## config.mk

```make
export PLATFORM = sky130hd
export DESIGN_NAME = shift_add_mult_seq
export DESIGN_NICKNAME = d
export VERILOG_FILES = /design/src/rtl/shift_add_mult_seq_pkg.sv /design/src/rtl/shift_add_mult_seq_mult_step.sv /design/src/rtl/shift_add_mult_seq.sv
export SDC_FILE = /design/constraint.sdc
export NUM_CORES = 1
export LEC_CHECK = 0
export ABC_AREA = 1
export CAP_MARGIN = 20
export CORE_AREA = 4 4 150 138
export CTS_BUF_LIST = sky130_fd_sc_hd__clkbuf_4 sky130_fd_sc_hd__clkbuf_8 sky130_fd_sc_hd__clkbuf_16
export CTS_CLUSTER_SIZE = 40
export DETAILED_ROUTE_END_ITERATION = 8
export DIE_AREA = 0 0 154 142
export GPL_ROUTABILITY_DRIVEN = 0
export PLACE_DENSITY = 0.41
export SKIP_LAST_GASP = 1
export SYNTH_ARGS = -nofsm -noshare
export SYNTH_HDL_FRONTEND = slang
export SYNTH_SLANG_ARGS = --single-unit
export TNS_END_PERCENT = 20
```

## constraint.sdc

```tcl
create_clock -name clk -period 4.2 [get_ports clk]
set_clock_uncertainty 0.05 [all_clocks]
set_input_delay 0.42 -clock clk [delete_from_list [all_inputs] [get_ports clk]]
set_output_delay 0.42 -clock clk [all_outputs]
set_load 0.05 [all_outputs]
```

## src/rtl/shift_add_mult_seq_pkg.sv

```systemverilog
`default_nettype none
// ============================================================================
// Module   : shift_add_pkg
// Brief    : FSM state encoding and counter-width helper for shift_add_mult_seq
// Revision : 1.0
// ============================================================================
package shift_add_pkg;

    typedef enum logic [1:0] {
        IDLE = 2'd0,
        CALC = 2'd1,
        DONE = 2'd2
    } state_t;

    // Smallest width able to count iterations 0..n-1.
    function automatic int calc_cw(input int n);
        int w;
        w = 1;
        for (int i = 1; i < 32; i++) begin
            if ((1 << i) < n) begin
                w = i + 1;
            end
        end
        return w;
    endfunction

endpackage
`default_nettype wire

```

## src/rtl/shift_add_mult_seq_mult_step.sv

```systemverilog
`default_nettype none
// ============================================================================
// Module   : mult_step
// Brief    : One combinational shift-add iteration (add/subtract, then shift)
// Revision : 1.0
// ============================================================================
module mult_step #(
    parameter int N = 8
) (
    input  logic [N:0]   acc,
    input  logic [N-1:0] q,
    input  logic [N-1:0] m,
    input  logic         mode_s,
    input  logic         is_last,
    output logic [N:0]   acc_next,
    output logic [N-1:0] q_next
);

    logic [N:0] m_ext;
    logic [N:0] sum;

    always_comb begin
        m_ext = {mode_s & m[N-1], m};
        // In signed mode the multiplier MSB carries negative weight.
        if (!q[0]) begin
            sum = acc;
        end else if (mode_s && is_last) begin
            sum = acc - m_ext;
        end else begin
            sum = acc + m_ext;
        end
        acc_next = {mode_s & sum[N], sum[N:1]};
        q_next   = {sum[0], q[N-1:1]};
    end

endmodule
`default_nettype wire

```

## src/rtl/shift_add_mult_seq.sv

```systemverilog
`default_nettype none
// ============================================================================
// Module   : shift_add_mult_seq
// Brief    : N-bit sequential signed/unsigned shift-add multiplier, valid/ready
// Revision : 1.0
// ============================================================================
module shift_add_mult_seq
    import shift_add_pkg::*;
#(
    parameter int N = 8
) (
    input  logic           clk,
    input  logic           rst,
    input  logic           abort,
    input  logic           in_valid,
    output logic           in_ready,
    input  logic [N-1:0]   a,
    input  logic [N-1:0]   b,
    input  logic           is_signed,
    output logic           out_valid,
    input  logic           out_ready,
    output logic [2*N-1:0] result,
    output logic           busy
);

    localparam int            CW   = calc_cw(N);
    localparam logic [CW-1:0] LAST = CW'(N - 1);

    state_t         state;
    logic [N:0]     acc;
    logic [N-1:0]   q;
    logic [N-1:0]   m;
    logic           mode_s;
    logic [CW-1:0]  count;

    logic [N:0]     acc_next;
    logic [N-1:0]   q_next;
    logic           is_last;

    assign is_last = (count == LAST);

    mult_step #(.N(N)) u_step (
        .acc      (acc),
        .q        (q),
        .m        (m),
        .mode_s   (mode_s),
        .is_last  (is_last),
        .acc_next (acc_next),
        .q_next   (q_next)
    );

    always_ff @(posedge clk or negedge rst) begin
        if (!rst) begin
            state     <= IDLE;
            acc       <= '0;
            q         <= '0;
            m         <= '0;
            mode_s    <= 1'b0;
            count     <= '0;
            result    <= '0;
            out_valid <= 1'b0;
            busy      <= 1'b0;
            in_ready  <= 1'b1;
        end else if (abort) begin
            // result is deliberately left untouched
            state     <= IDLE;
            count     <= '0;
            out_valid <= 1'b0;
            busy      <= 1'b0;
            in_ready  <= 1'b1;
        end else begin
            case (state)
                IDLE: begin
                    if (in_valid) begin
                        m        <= a;
                        q        <= b;
                        acc      <= '0;
                        mode_s   <= is_signed;
                        count    <= '0;
                        state    <= CALC;
                        busy     <= 1'b1;
                        in_ready <= 1'b0;
                    end
                end
                CALC: begin
                    acc <= acc_next;
                    q   <= q_next;
                    if (is_last) begin
                        count     <= '0;
                        result    <= {acc_next[N-1:0], q_next};
                        state     <= DONE;
                        out_valid <= 1'b1;
                    end else begin
                        count <= count + CW'(1);
                    end
                end
                DONE: begin
                    if (out_ready) begin
                        state     <= IDLE;
                        out_valid <= 1'b0;
                        busy      <= 1'b0;
                        in_ready  <= 1'b1;
                    end
                end
                default: begin
                    state     <= IDLE;
                    out_valid <= 1'b0;
                    busy      <= 1'b0;
                    in_ready  <= 1'b1;
                end
            endcase
        end
    end

endmodule
`default_nettype wire

```

# Word-level counts from Yosys, hierarchy flattened
# Index checks and enable logic that the tools add are counted.
# totals
reg_bits,79
inputBits,22
out_inout_bits,19
# op_classes
add_sub_neg,3
eq_ne,9
mux,26
n_bitwise,3
n_reduce_logical,11
# ops
cell,n
32-bit 2-to-1 mux,3
32-bit case mux with 2 select lines,1
32-bit by 1-bit adder with 32-bit output (second input constant),1
32-bit by 3-bit == test with 1-bit output (second input constant),1
9-bit 2-to-1 mux,3
9-bit case mux with 2 select lines,1
3-bit AND reduction,6
8-bit case mux with 2 select lines,1
9-bit adder,1
1-bit case mux with 3 select lines,3
9-bit subtractor,1
1-bit 2-to-1 mux,8
2-bit 2-to-1 mux,4
8-bit 2-to-1 mux,1
2-bit inequality test (second input constant),3
3-bit inequality test (second input constant),2
2-bit case mux with 3 select lines,1
3-bit by 2-bit inequality test with 1-bit output (second input constant),1
3-bit nonzero test,1
1-bit AND,2
2-bit by 1-bit == test with 1-bit output (second input constant),1
2-bit == test (second input constant),1
2-bit zero test,1
2-bit AND reduction,1
3 further kinds,3

# Longest topological paths before layout
# Gate-level depths: netlist of run 1.
# depth
depth_word,6
depth_mapped,20
mapped_depth_nobuf,20

# By module
# A second synthesis of run 1 with hierarchy kept.
# unflattened
hier_cells,678
area_unflattened_um2,4901.0
# by_module_without_submodules
module,n_inst,cells_per_inst,area_per_inst_um2,seq_area_each_um2
shift_add_mult_seq,1,547,4167.7,1978.1
mult_step,1,131,733.2,0.0

# Least setup slack after synthesis of run 1
# No wires, ideal clock.
# synth_timing
kind,register to register
startpoint,reg count[0]
endpoint,reg result[14]
t_arrival_ns,2.501
setup_slack_ns,1.532
path_stages_with_launch,19
n_path_buf,0
cell_sequence,dfrtp_1 -> ha_1 -> nand3_1 -> nor2_1 -> nand2_1 -> nor2_1 -> nand2_1 -> a21oi_1 -> ha_1 -> nand3_1 -> nand3_1 -> a21oi_1 -> nor2_1 -> o21ai_0 -> nand2_1 -> nand2_1 -> nand3_1 -> nand3_1 -> nand2_1
# synth_via
elab_chain_cells,4
# synth_rtl
item,line,source
start: declaration,shift_add_mult_seq.sv:34,logic [CW-1:0] count;
start signal: assignment,shift_add_mult_seq.sv:94,count <= count + CW'(1);
32-bit by 3-bit == test with 1-bit output *,shift_add_mult_seq.sv:40,assign is_last = (count == LAST);
1-bit logical AND,shift_add_mult_seq_mult_step.sv:27,end else if (mode_s && is_last) begin
9-bit 2-to-1 mux,shift_add_mult_seq_mult_step.sv:27,
9-bit 2-to-1 mux,shift_add_mult_seq_mult_step.sv:25,if (!q[0]) begin
end signal: assignment,shift_add_mult_seq.sv:90,"result <= {acc_next[N-1:0], q_next};"
end: declaration,shift_add_mult_seq.sv:22,"output logic [2*N-1:0] result,"
# Every way passes the cells marked *; elsewhere a longest branch is shown, timed or not.
# A chain may end at the register's enable or synchronous reset.

# Final worst setup path of run 1
# layout_timing
startpoint,reg count[3]
endpoint,reg result[14]
# Same word-level chain as after synthesis.

==> key figures, run 1 <==
Finish
  – Ant. Diodes: 0
  – Area taken by multi-input logic gates: around 0.0022 mm²
  – Fill count: 2,035
  – Layout cell share with drive strength beyond 1: 8.10%
  – P&R area growth vs syn: 22.2%
  – Nets: 670
  – Final Util: 29.2%
  – Sequential cell area: 0.00198 mm²

Critical path
  – Setup CP Type: register to register
  – Crit path arrival time: 3350 ps
  – Startpoint Class: register
  – Worst endpoint required time: 4380 ps
  – Crit end category: register
  – Crit path max fanout: 7

Synthesis
  – Syn Inst Count: 593
  – Ranking of synthesized cells by area: dfrtp_1 (43%), nand2_1 (11%), inv_1 (5.8%), nor2_1 (5.0%), o21ai_0 (4.8%)
  – Yosys cell types: 42
  – Synth Net Count: 626
  – Post-synth top area share: 43.0%
  – Post-synth EDFFs: 0
  – Mapped Area: 0.00454 mm²
  – Post-Synth Adder-Cell Area: 3.20%
  – Simple-gate area share of the yosys netlist: between 30% and 40%
  – Number of synthesized register bits: 79
  – Mux contribution to synthesized area: 0%
  – Commonest cells post-synth: nand2_1 (137), dfrtp_1 (78), inv_1 (70)
  – Largest family of logic cells by synthesized area: simple AND/OR/NAND/NOR gates
  – Count leader, synth: nand2_1
  – Post-synthesis compound-gate area fraction: between 10 and 15%
  – Largest area contributor in the netlist: dfrtp_1
  – Sequential share of the synthesized area: 43.6%
  – Synth warn: 0
  – Syn_area_per_cell: 7.66 µm²
  – Post-synth top flop: dfrtp_1
  – XOR/XNOR share of the synthesized area: 2.70%
  – Async SR Flop Fraction: 100%

CTS
  – Clk buf depth: 2
  – Postcts setup bufs: 0
  – TritonCTS clock tree: built
  – Clock Sinks: 79
  – Reg clk slew, reported paths: 70 ps
  – Total CTS buffers: 9
  – Cts repair resizes: 0
  – H-tree Lvls: 3
  – Root Driver: clkbuf_16
  – Clk_lat worst skew: 340 ps
  – Hold_buf cts: 0

Drt
  – DRT Pass-1 Iters: 6
  – Final wirelength: roughly 13 mm
  – Via total after detailed routing: 4,049
  – DR DRC count: 0
  – DRT iter0 DRCs: between 300 and 400
  – Detail Route Antenna Nets: 0
  – Routed WL per cell: 14.2 µm
  – Vias/cell: 4.54

Timing
  – Minimum clock period: 3160 ps
  – Endpoints failing hold: 0
  – Slew at the pin with the worst max-slew slack: 962 ps
  – Setup violators final: 0
  – TNS Setup: 0 ps
  – Worst rel slew slack: between 30% and 40%
  – Max Fclk: 316 MHz
  – Pins over their slew limit: 0
  – RSZ-0062 raised after global routing: no
  – Crit share post-route: 75.3%

Pwr
  – Leakage: 2.48 nW
  – Maximum vdd ir drop: 0.000162 V
  – Final total power: roughly 0.0025 W
  – Cell area power density: 456 mW/mm²

Placed design
  – Hpwl dp: 9.56 mm
  – IO Port Bufs: 40

Global routing
  – Global-route wire length before repair: approximately 21 mm
  – Overflow left after global routing: 0
  – Largest net degree at the start of global routing: 50
  – Overall global routing resource usage: 12.0%
  – Vias in the first global route: 4,211
  – Initial antenna violation count: 0

Die
  – Die area: roughly 0.022 mm²
  – Die height: 142 µm
  – IO Pins: 41
  – Core area: roughly 0.019 mm²
  – Starting density of the core: between 20% and 30%
  – Die width: 154 µm
  – # rows: 48

Run
  – Max-Cap Viols: 0

Worst hold path
  – Hold Path Class: input pin to async pin

Outcome
  – Outcome: finished, final reports clean
==> layout by cell type, fill, tap and decap left out, types with 3 or more instances in the layout <==
master and count:
o21ai_0 44, nor2_1 59, inv_6 3, o22ai_1 8
inv_2 6, nand2_2 5, nor3b_1 4, buf_4 6
ha_1 10, o211ai_1 8, clkbuf_16 9, nor3_2 6
nor2_4 5, clkdlybuf4s50_1 39, dfrtp_1 78, xor2_1 12
inv_1 70, nor4_1 11, o21ai_1 7, a21oi_1 23
nand3_1 36, nand4_1 13, nor2_2 3, nand2_1 137
nor3_1 15
==> worst max-delay path, stage by stage (launching register included) <==
cell and delay (ps):
dfrtp_1 440, nor2_1 220, nand3_1 120, nor2_1 110
nand2_1 60, nor2_1 210, nand2_1 200, a21oi_1 330
ha_1 290, nand3_1 80, nand3_1 100, a21oi_1 200
nor2_1 80, o21ai_0 210, nand2_1 80, nand2_1 60
nand3_1 80, nand3_1 90, nand2_1 50
==> sequential cells by signal, indices dropped and copies added (netlist names) <==
register,cells
count,32
result,16
acc,9
m,8
q,8
state,2
busy,1
in_ready,1
mode_s,1
out_valid,1
==> final cells by class <==
class                      count  share of cell area, %
clock buffer                   9                   4.06
clock inverter                 7                   1.56
inverter                      76                   5.14
multi-input combinational    426                   40.1
sequential                    79                   35.6
tap                          250                   5.64
timing repair buffer          45                   7.84
==> cells by family (layout without fill, tap and decap cells) <==
kind of cell / Yosys count / count (layout)
AOI/OAI and AO/OA: 102 / 102
xor gates and xnor gates: 14 / 14
adders and majority gates: 11 / 11
buffers and inverters: 88 / 137
DFF: 79 / 79
and+or+nand+nor: 299 / 299
==> metal layers <==
layer | vias to the layer above | global-route usage [%] | part of all wire, %
met5 | - | 0 | 0
met4 | 0 | 3.86 | 1.9
met3 | 13 | 2.46 | 4.7
met2 | 83 | 18.0 | 41
met1 | 1895 | 17.2 | 52
li1 | 2058 | - | -
==> worst paths after layout <==
| kind | startpoint | end | slack [ps] | cells past startpoint |
|---|---|---|---|---|
| setup / recovery | count[3] | result[14] | 1040 | 18 |
| hold / removal | rst | count[13] | 50 | 1 |
| setup reg to reg | count[3] | result[14] | 1040 | 18 |
| hold reg to reg | in_ready | in_ready | 430 | 2 |
| max in group asynchronous | rst | count[24] | 3160 | 2 |
| min in group clk | in_ready | in_ready | 430 | 2 |
==> stage by stage <==
step | hold WS [ps] | cell area [µm²] | cells | setup WS, ps
detailed placement | 419 | 5240 | 876 | 984
finish | 49.9 | 5550 | 892 | 1040
CTS | 76.9 | 5550 | 892 | 971
global placement | 408 | 5240 | 876 | 1070
floorplan | 74.4 | 4540 | 593 | 1530
global route | 119 | 5550 | 892 | 635
==> where the power goes <==
group / switching (W) / internal (W) / total, W
combinational: 0.000476 / 0.000268 / 0.000744
sequential: 0.0000863 / 0.000859 / 0.000945
clock: 0.000366 / 0.000476 / 0.000842
(Power assumes the default switching activity.)
==> run 2, diff against run 1 <==
Clock period 4.2 ns to 3.2 ns, I/O delays scaled along.
==> key figures, run 2 (same netlist as run 1, synthesis figures left out) <==
Finish
  – Ant. Diodes: 0 (unchanged)
  – Commonest cells after routing, fill and taps aside: nand2_1 (136), dfrtp_1 (77), inv_1 (70), nor2_1 (53), o21ai_0 (43) (was nand2_1 (137), dfrtp_1 (78), inv_1 (70), nor2_1 (59), o21ai_0 (44))
  – Largest register by flop count: count (unchanged)
  – Most common cell after layout, fill and taps aside: nand2_1 (unchanged)
  – Layout cell share with drive strength beyond 1: 12.7% (was 8.10%)
  – P&R area growth vs syn: 26.8% (was 22.2%)
  – Biggest regs: count x32, result x16, acc x9 (unchanged)
  – Nets: 690 (was 670)
  – Max reg flops: 32 (unchanged)
  – Final Util: 30.2% (was 29.2%)

Global routing
  – Largest net degree at the start of global routing: 80 (was 50)
  – Overall global routing resource usage: 12.4% (was 12.0%)
  – Initial antenna violation count: 0 (unchanged)
  – Vias in the first global route: 4,231 (was 4,211)
  – Global-route wire length before repair: 22.1 mm (was 21.3 mm)
  – Overflow left after global routing: 0 (unchanged)

CTS
  – H-tree Lvls: 3 (unchanged)
  – TritonCTS clock tree: built (unchanged)
  – Root Driver: clkbuf_16 (unchanged)
  – Clk_lat worst skew: 350 ps (was 340 ps)
  – Reg clk slew, reported paths: 70 ps (about the same)
  – Clock Sinks: 79 (unchanged)
  – Clk buf depth: 2 (unchanged)
  – Total CTS buffers: 9 (unchanged)

Critical path
  – Startpoint Class: register (unchanged)
  – FF-to-FF path depth: 19 (was 18)
  – Worst endpoint required time: 3380 ps (was 4380 ps)
  – Critical Path Max Stage Delay: 440 ps (about the same)
  – Worst reg2reg path startpoint: count[3] (unchanged)
  – Crit path max fanout: 5 (was 7)
  – Setup CP Type: register to register (unchanged)
  – Crit end category: register (unchanged)
  – Slowest CP cell: dfrtp_1 (unchanged)
  – Worst reg-to-reg setup slack: 310 ps (was 1040 ps)
  – Worst-path cell chain: nor2_2, nand3_1, nor2_1, nand2_1, nor2_4, buf_4, a21oi_1, xnor2_1, ha_1, nand3_1, nand3_2, a21oi_2, nor2_1, o21ai_1, nand2_1, nand2_1, nand3_1, nand3_1, nand2_1 (was nor2_1, nand3_1, nor2_1, nand2_1, nor2_1, nand2_1, a21oi_1, ha_1, nand3_1, nand3_1, a21oi_1, nor2_1, o21ai_0, nand2_1, nand2_1, nand3_1, nand3_1, nand2_1)
  – Crit path arrival time: 3070 ps (was 3350 ps)
  – Worst R2R End: acc[6] (was result[14])

Run
  – Max-Cap Viols: 0 (unchanged)

Worst hold path
  – Hold Path Sink: in_ready
  – Hold Path Class: register to register (was input pin to async pin)
  – Hold Path Depth: 2
  – Min-delay src: in_ready

Placed design
  – Hpwl dp: 9.67 mm (was 9.56 mm)
  – IO Port Bufs: 40 (unchanged)

Timing
  – Endpoints failing hold: 0 (unchanged)
  – TNS Setup: 0 ps (unchanged)
  – Minimum clock period: 2890 ps (was 3160 ps)
  – Worst rel slew slack: 47.5% (was 35.8%)
  – RSZ-0062 raised after global routing: no (unchanged)
  – Slew at the pin with the worst max-slew slack: 780 ps (was 962 ps)
  – Setup violators final: 0 (unchanged)
  – Max Fclk: 346 MHz (was 316 MHz)
  – Pins over their slew limit: 0 (unchanged)
  – Crit share post-route: 90.3% (was 75.3%)

Drt
  – Detail Route Antenna Nets: 0 (unchanged)
  – DR DRC count: 0 (unchanged)
  – Final wirelength: 12.9 mm (was 12.6 mm)
  – Vias/cell: 4.52 (was 4.54)
  – DRT iter0 DRCs: 283 (was 317)
  – Routed WL per cell: 14.1 µm (was 14.2 µm)
  – Via total after detailed routing: 4,119 (was 4,049)
  – DRT Pass-1 Iters: 4 (was 6)

Die
  – Die height: 142 µm (unchanged)
  – Starting density of the core: 23.8% (unchanged)
  – Die width: 154 µm (unchanged)
  – Core area: 0.0190 mm² (unchanged)
  – Die area: 0.0219 mm² (unchanged)
  – IO Pins: 41 (unchanged)
  – # rows: 48 (unchanged)

Outcome
  – Outcome: finished, final reports clean (unchanged)

Pwr
  – Leakage: 2.60 nW (was 2.48 nW)
  – Cell area power density: 590 mW/mm² (was 456 mW/mm²)
  – Maximum vdd ir drop: 0.000262 V (was 0.000162 V)
[run 2: routing by layer]
metal  wire (µm)  share of wire, %  GRT usage [%]  vias up
li1            -                 -              -     2102
met1        6830                53           18.6     1943
met2        5410                42           18.2       65
met3         478               3.7           2.34        9
met4         182               1.4           3.67        0
met5           0                 0              0        -
[run 2: how the worst max path moves through the flow]
stage	start	to	slack, ps	cells after the start
CTS	count[22]	acc[6]	20	18
global placement	count[22]	result[14]	160	18
detailed placement	count[22]	acc[6]	50	18
floorplan	count[0]	result[14]	530	18
global route	count[22]	acc[6]	8	19
finish	count[3]	acc[6]	310	19
[run 2: timing repair]
item,in CTS,in global routing
gates resized for setup,0,15
setup endpoints to repair,0,11
hold endpoints to repair,78,0
hold buffers,1,0
buffers inserted,0,2
[run 2: cell type report]
class,count,area [µm²]
well taps,250,313
clock inverters,7,83.8
clock buffers,9,225
fillers,2052,13300
repair buffers,65,601
multi-input cells,426,2270
flip-flops and latches,79,1980
inverters,76,285
[run 2: worst max-delay path: cells and delay by family, from the launching register on]
kind / cells / cell delay [ps]
AO/OA/AOI/OAI: 3 / 400
XOR/XNOR: 1 / 150
adder cells (fa/ha/maj): 1 / 350
buffers and inverters: 1 / 130
flip-flops: 1 / 440
AND/OR/NAND/NOR: 13 / 1280
[run 2: report_power, final]
part           total [W]  internal, W  switching (W)
clock network    0.00110     0.000621       0.000482
logic            0.00106     0.000394       0.000662
registers        0.00124      0.00113       0.000110
total            0.00340      0.00214        0.00125
[run 2: per-stage QoR]
| step | hold WS (ps) | setup slack (ps) | power (W) | area, µm² | std cells |
|---|---|---|---|---|---|
| 5_1_grt | 447 | 8.29 | 0.00367 | 5760 | 912 |
| 3_3_place_gp | 333 | 160 | 0.00225 | 5380 | 893 |
| 2_1_floorplan | -25.6 | 532 | 0.00195 | 4540 | 593 |
| 6_report | 423 | 309 | 0.00340 | 5760 | 912 |
| 4_1_cts | 425 | 20.5 | 0.00339 | 5700 | 910 |
| 3_5_place_dp | 341 | 46.8 | 0.00226 | 5380 | 893 |
